## config.mk

```make
export PLATFORM = sky130hd
export DESIGN_NAME = rf_write_scheduler
export DESIGN_NICKNAME = d
export VERILOG_FILES = /design/src/rtl/rf_write_scheduler_pkg.sv /design/src/rtl/rf_write_scheduler_rr_arb2.sv /design/src/rtl/rf_write_scheduler.sv
export SDC_FILE = /design/constraint.sdc
export NUM_CORES = 1
export LEC_CHECK = 0
export CELL_PAD_IN_SITES_DETAIL_PLACEMENT = 0
export CELL_PAD_IN_SITES_GLOBAL_PLACEMENT = 1
export CORE_UTILIZATION = 48
export DETAILED_ROUTE_END_ITERATION = 10
export DONT_BUFFER_PORTS = 1
export GPL_TIMING_DRIVEN = 1
export PLACE_DENSITY_LB_ADDON = 0.1
export RECOVER_POWER = 25
export SYNTH_ARGS = -nofsm -noshare
export SYNTH_HDL_FRONTEND = slang
export SYNTH_HIERARCHICAL = 1
export SYNTH_SLANG_ARGS = --single-unit
```

## constraint.sdc

```tcl
create_clock -name clk -period 4.5 [get_ports clk]
set_clock_uncertainty 0.15 [all_clocks]
set_input_delay 0.9 -clock clk [delete_from_list [all_inputs] [get_ports clk]]
set_output_delay 0.9 -clock clk [all_outputs]
set_load 0.005 [all_outputs]
```

## src/rtl/rf_write_scheduler_pkg.sv

```systemverilog
// Shared definitions for the register-file write scheduler: default widths
// and the round-robin priority encoding.
package rf_write_scheduler_pkg;

   localparam int unsigned DATA_W_DEF = 32;
   localparam int unsigned ADDR_W_DEF = 5;

   // Which writeback requester wins when both are valid.
   typedef enum logic {
      PRIO_A = 1'b0,
      PRIO_B = 1'b1
   } prio_t;

endpackage

```

## src/rtl/rf_write_scheduler_rr_arb2.sv

```systemverilog
// Two-requester round-robin arbiter, purely combinational.
// req[0]/gnt[0] is the ALU side, req[1]/gnt[1] the load side.
module rr_arb2
   import rf_write_scheduler_pkg::*;
(
   input  logic [1:0] req,
   input  prio_t      prio,
   output logic [1:0] gnt
);

   // Single requester wins outright; a tie is broken by the pointer.
   always_comb begin
      gnt = '0;
      if (req == 2'b11) begin
         gnt = (prio == PRIO_B) ? 2'b10 : 2'b01;
      end else begin
         gnt = req;
      end
   end

endmodule

```

## src/rtl/rf_write_scheduler.sv

```systemverilog
// Register-file write scheduler: pending-write scoreboard for the issue
// stage plus a round-robin arbitrated single write port shared by the ALU
// and load unit.
module rf_write_scheduler
   import rf_write_scheduler_pkg::*;
#(
   parameter int unsigned DATA_W = DATA_W_DEF,
   parameter int unsigned ADDR_W = ADDR_W_DEF
) (
   input  logic              clk,
   input  logic              reset,
   input  logic              issue_valid,
   input  logic [ADDR_W-1:0] issue_rd,
   output logic              issue_ready,
   input  logic [ADDR_W-1:0] r1,
   input  logic [ADDR_W-1:0] r2,
   output logic              hazard,
   input  logic              a_valid,
   input  logic [ADDR_W-1:0] a_rd,
   input  logic [DATA_W-1:0] a_data,
   output logic              a_ready,
   input  logic              b_valid,
   input  logic [ADDR_W-1:0] b_rd,
   input  logic [DATA_W-1:0] b_data,
   output logic              b_ready,
   output logic [ADDR_W-1:0] rd,
   output logic [DATA_W-1:0] rd_data,
   output logic              write_enable,
   output logic              idle
);

   localparam int unsigned NREG = 2 ** ADDR_W;

   logic [NREG-1:0]   pending;
   logic [NREG-1:0]   pend_n;
   prio_t             prio;
   logic [1:0]        gnt;
   logic [ADDR_W-1:0] wr_rd;
   logic [DATA_W-1:0] wr_data;
   logic              write_go;

   rr_arb2 u_arb (
      .req  ({b_valid & ~reset, a_valid & ~reset}),
      .prio (prio),
      .gnt  (gnt)
   );

   assign a_ready = gnt[0];
   assign b_ready = gnt[1];

   // Readiness looks only at registered state, so a write retiring this
   // cycle cannot free the same register for issue until the next cycle.
   assign issue_ready = ~reset & ~pending[issue_rd];
   assign hazard      = ((r1 != '0) & pending[r1]) | ((r2 != '0) & pending[r2]);
   assign idle        = (pending == '0);

   // Select the granted writeback; register 0 is consumed but never written.
   always_comb begin
      wr_rd    = gnt[1] ? b_rd : a_rd;
      wr_data  = gnt[1] ? b_data : a_data;
      write_go = (gnt != '0) && (wr_rd != '0);
   end

   // Next scoreboard: retire the granted write, then add a new reservation.
   always_comb begin
      pend_n = pending;
      if (write_go) begin
         pend_n[wr_rd] = 1'b0;
      end
      if (issue_valid && issue_ready && (issue_rd != '0)) begin
         pend_n[issue_rd] = 1'b1;
      end
      pend_n[0] = 1'b0;
   end

   // Scoreboard, priority pointer and registered write port.
   always_ff @(posedge clk) begin
      if (reset) begin
         pending      <= '0;
         prio         <= PRIO_A;
         write_enable <= 1'b0;
         rd           <= '0;
         rd_data      <= '0;
      end else begin
         pending      <= pend_n;
         write_enable <= write_go;
         if (gnt[0]) begin
            prio <= PRIO_B;
         end else if (gnt[1]) begin
            prio <= PRIO_A;
         end
         if (write_go) begin
            rd      <= wr_rd;
            rd_data <= wr_data;
         end
      end
   end

endmodule

```

==> impl_metrics.yaml <==
detailed_routing:
  wl_per_cell_um: 20.9
  detail-route-antenna-nets: 0
  drt_first_pass_iters: 4
  drt_iter0_markers: 270
  vias_per_cell: 6.58
  routed_wl_um: 10900
  vias: 3427
  remaining_drc_errors: 0
place:
  placedCellCount: 505
  hpwl_um: 7880
  place_congestion: 0.900
  place_ws_ns: 0.877
  placed_area_mm2: 0.00423
  port_buffers: 0
clock_tree:
  cts_buffer_depth: 2
  cts_setup_buffers: 0
  cts_tree: "built"
  numCtsBuffers: 9
  cts_hold_buf: 0
  root_buffer: "clkbuf_8"
  path_clk_slew_ns: 0.08
  cts_resized: 0
  htreeDepth: 3
  worstSkewPairLatency_ns: 0.35
  cts.sinks: 70
min_path:
  hold_class: "reg -> reg"
  hold_start: "rd[0]$_SDFFE_PP0N_"
  min_delay_path_depth: 2
final_layout:
  drive_gt1_share_pct: 20.2
  nNetsFinal: 505
  fill_cells: 776
  final-instance-count-excl-fill: 521
  antennaDiodeCount: 0
  design_area_mm2: 0.00448
  syn2layout_area_growth_pct: 6.45
global_routing:
  antenna_found_initial: 0
  grt_pass1_vias: 3100
  grt_first_pass_wirelength_um: 16300
  grt_max_degree: 67
  grt-ovfl-total: 0
  grt.total_usage_pct: 23.6
critical_path:
  slowest_stage: "a21boi_4"
  path_max_fanout: 66
  crit_start: "reset"
  r2r_cells: 8
  path_cells: "nor2b_1 > a21boi_4 > mux2_2 > a2111oi_4 > o22ai_4 > buf_4 > nor2_1 > a211oi_2"
  slowest_delay_ns: 0.48
  startpoint_type: "primary input"
  cp_data_arrival_time_ns: 3.32
  r2r-start: "prio$_SDFFE_PP0P_"
  crit_required_ns: 4.55
  worstSetupEndpointType: "register"
  critPathKind: "in -> reg"
synthesis:
  ys.flop_type: "dfxtp_1"
  netlist_instances: 427
  yosysUniqueCellTypes: 49
  synth_nets: 521
  synthAdderAreaFrac_pct: 0
  synth_area_mm2: 0.00421
  avgSynthCellArea_um2: 9.86
  async_flop_share_pct: 0
  synth_top_family_by_area: "compound AO/OA/AOI/OAI gates"
  synth-seq-cells: 70
  synthXorXnorAreaFrac_pct: 0
  synth-simple-area-share_pct: 15.1
  ys_seq_area_share_pct: 33.3
  synth_compound_area_share_pct: 25.6
  yosysWarnings: 6
  muxShareOfSynthArea_pct: 21.9
  synth_edf_count: 0
sta:
  drv_slew: 0
  setup_slack_ns: 1.23
  period_share_pct: 72.7
  hold_violations: 0
  setup_violations: 0
  worstMarginPinSlew_ns: 0.967
  period_needed_ns: 3.27
  rsz0062_at_grt: "false"
  slew_headroom_pct: 35.2
  fin_setup_tns_ns: 0
  max_freq_mhz: 306
power:
  p_leak_uw: 0.00146
  p_comb_share_pct: 13.1
  peakVddDrop_v: 0.000179
  sw_frac_of_total_pct: 26.1
  p_sw_uw: 401
  power_density_mw_per_mm2: 342
  seqPwrFrac_pct: 44.9
  pwr-share-clk_pct: 42.0
  p_int_uw: 1130
floorplanning:
  dieArea_mm2: 0.00915
  core.rowCount: 33
  die_x_um: 95.6
  initial_utilization_pct: 50.5
  die_y_um: 95.6
  io-pin-count: 137
  fp.coreArea_mm2: 0.00834
outcome:
  status: "completed"
flow_run:
  drv_cap: 0
-- layer usage --
layer  wire, µm  vias up  share of wire [%]  GRT usage [%]
li1           -     1619                  -              -
met4        102        0               0.94           6.09
met3       1010        8                9.3           6.94
met2       5030      135                 46           36.1
met5          0        -                  0              0
met1       4730     1665                 44           32.4
-- cell usage after synthesis, types with 2 or more instances --
library cell  instances  area share [%]
dfxtp_1              70              33
mux2i_1              47              11
nor2_1               46             4.1
o21ai_0              36             4.3
a211oi_2             34              10
o211ai_1             31             5.5
nand2_1              23             2.1
mux4_2               17             9.1
clkbuf_1             13             1.2
buf_2                10             1.2
nand3b_1              8             1.4
nor4_1                8             1.2
mux2_2                6             1.6
a21oi_1               5            0.59
nand2b_1              5            0.74
nand3_1               5            0.59
nor2b_1               5            0.74
buf_6                 4             1.1
inv_1                 4            0.36
nand4_1               4            0.59
o31ai_1               4            0.71
or3_1                 4            0.59
or4_1                 4            0.71
and3_1                3            0.45
buf_1                 3            0.27
a2111oi_4             2             1.3
a21boi_1              2            0.36
a31oi_1               2            0.30
nor3_1                2            0.24
-- sequential cells by signal, summed over array words and instances (netlist names) --
name / count
write_enable: 1
pending: 31
rd: 5
rd_data: 32
prio: 1
-- worst max-delay path, delay by kind of cell --
family                 cells  cell delay [ns]
AOI/OAI and AO/OA          4             1.10
muxes                      1             0.48
and+or+nand+nor            2             0.39
buffers and inverters      1             0.39
-- worst paths after layout --
path	slack, ns	end
worst max-delay path	1.23	rd_data[10]$_SDFFE_PP0N_
worst min-delay path	0.36	rd[0]$_SDFFE_PP0N_
worst max register to register	1.56	rd_data[10]$_SDFFE_PP0N_
worst min register to register	0.36	rd[0]$_SDFFE_PP0N_
-- layout make-up --
type                    count  area [µm²]  share of cell area (%)
multi-input cells         322        2650                    59.2
flip-flops and latches     70        1400                    31.3
repair buffers              3        22.5                   0.503
inverters                   5        18.8                   0.419
well taps                 105         131                    2.93
clock inverters             6         116                    2.60
clock buffers              10         138                    3.07
-- placed cells by master (no fill, tap or decap), types with 2 or more instances in the layout --
cell type  netlist  layout
and3_1           3       3
nand3b_1         8       8
dfxtp_1         70      70
nand2b_1         5       5
or3_1            4       4
a31oi_1          2       2
nor2b_1          5       5
inv_1            4       4
bufinv_16        0       3
nor4_1           8       8
buf_4            0       3
inv_6            0       2
a211oi_2        34      34
o21ai_0         36      36
a21oi_1          5       5
nor3_1           2       2
or4_1            4       4
mux2i_1         47      47
o211ai_1        31      31
nand4_1          4       4
nand3_1          5       5
a2111oi_4        2       2
clkbuf_8         0      10
mux2_2           6       6
nand2_1         23      23
mux4_2          17      17
o31ai_1          4       4
nor2_1          46      46
-- stage by stage --
stage	hold WS, ns	util [%]	total power (µW)
after floorplan	0.307	-	891
after global placement	0.337	50.7	901
after detailed placement	0.343	50.7	906
after CTS	0.358	53.7	1550
after global routing	0.376	53.7	1600
final	0.357	53.7	1530
-- power by group through the flow --
stage | Sequential [µW] | Clock, µW | Combinational [µW]
global placement | 703 | 0 | 198
floorplan | 693 | 0 | 198
CTS | 689 | 656 | 204
global route | 693 | 683 | 222
finish | 688 | 645 | 202
detailed placement | 703 | 0 | 203
-- kinds of logic after synthesis --
| logic type | Yosys count |
|---|---|
| AOI/OAI and AO/OA | 127 |
| DFF | 70 |
| muxes | 70 |
| and+or+nand+nor | 125 |
| buffers and inverters | 35 |
Note: power is estimated with default switching activity, not from simulation.
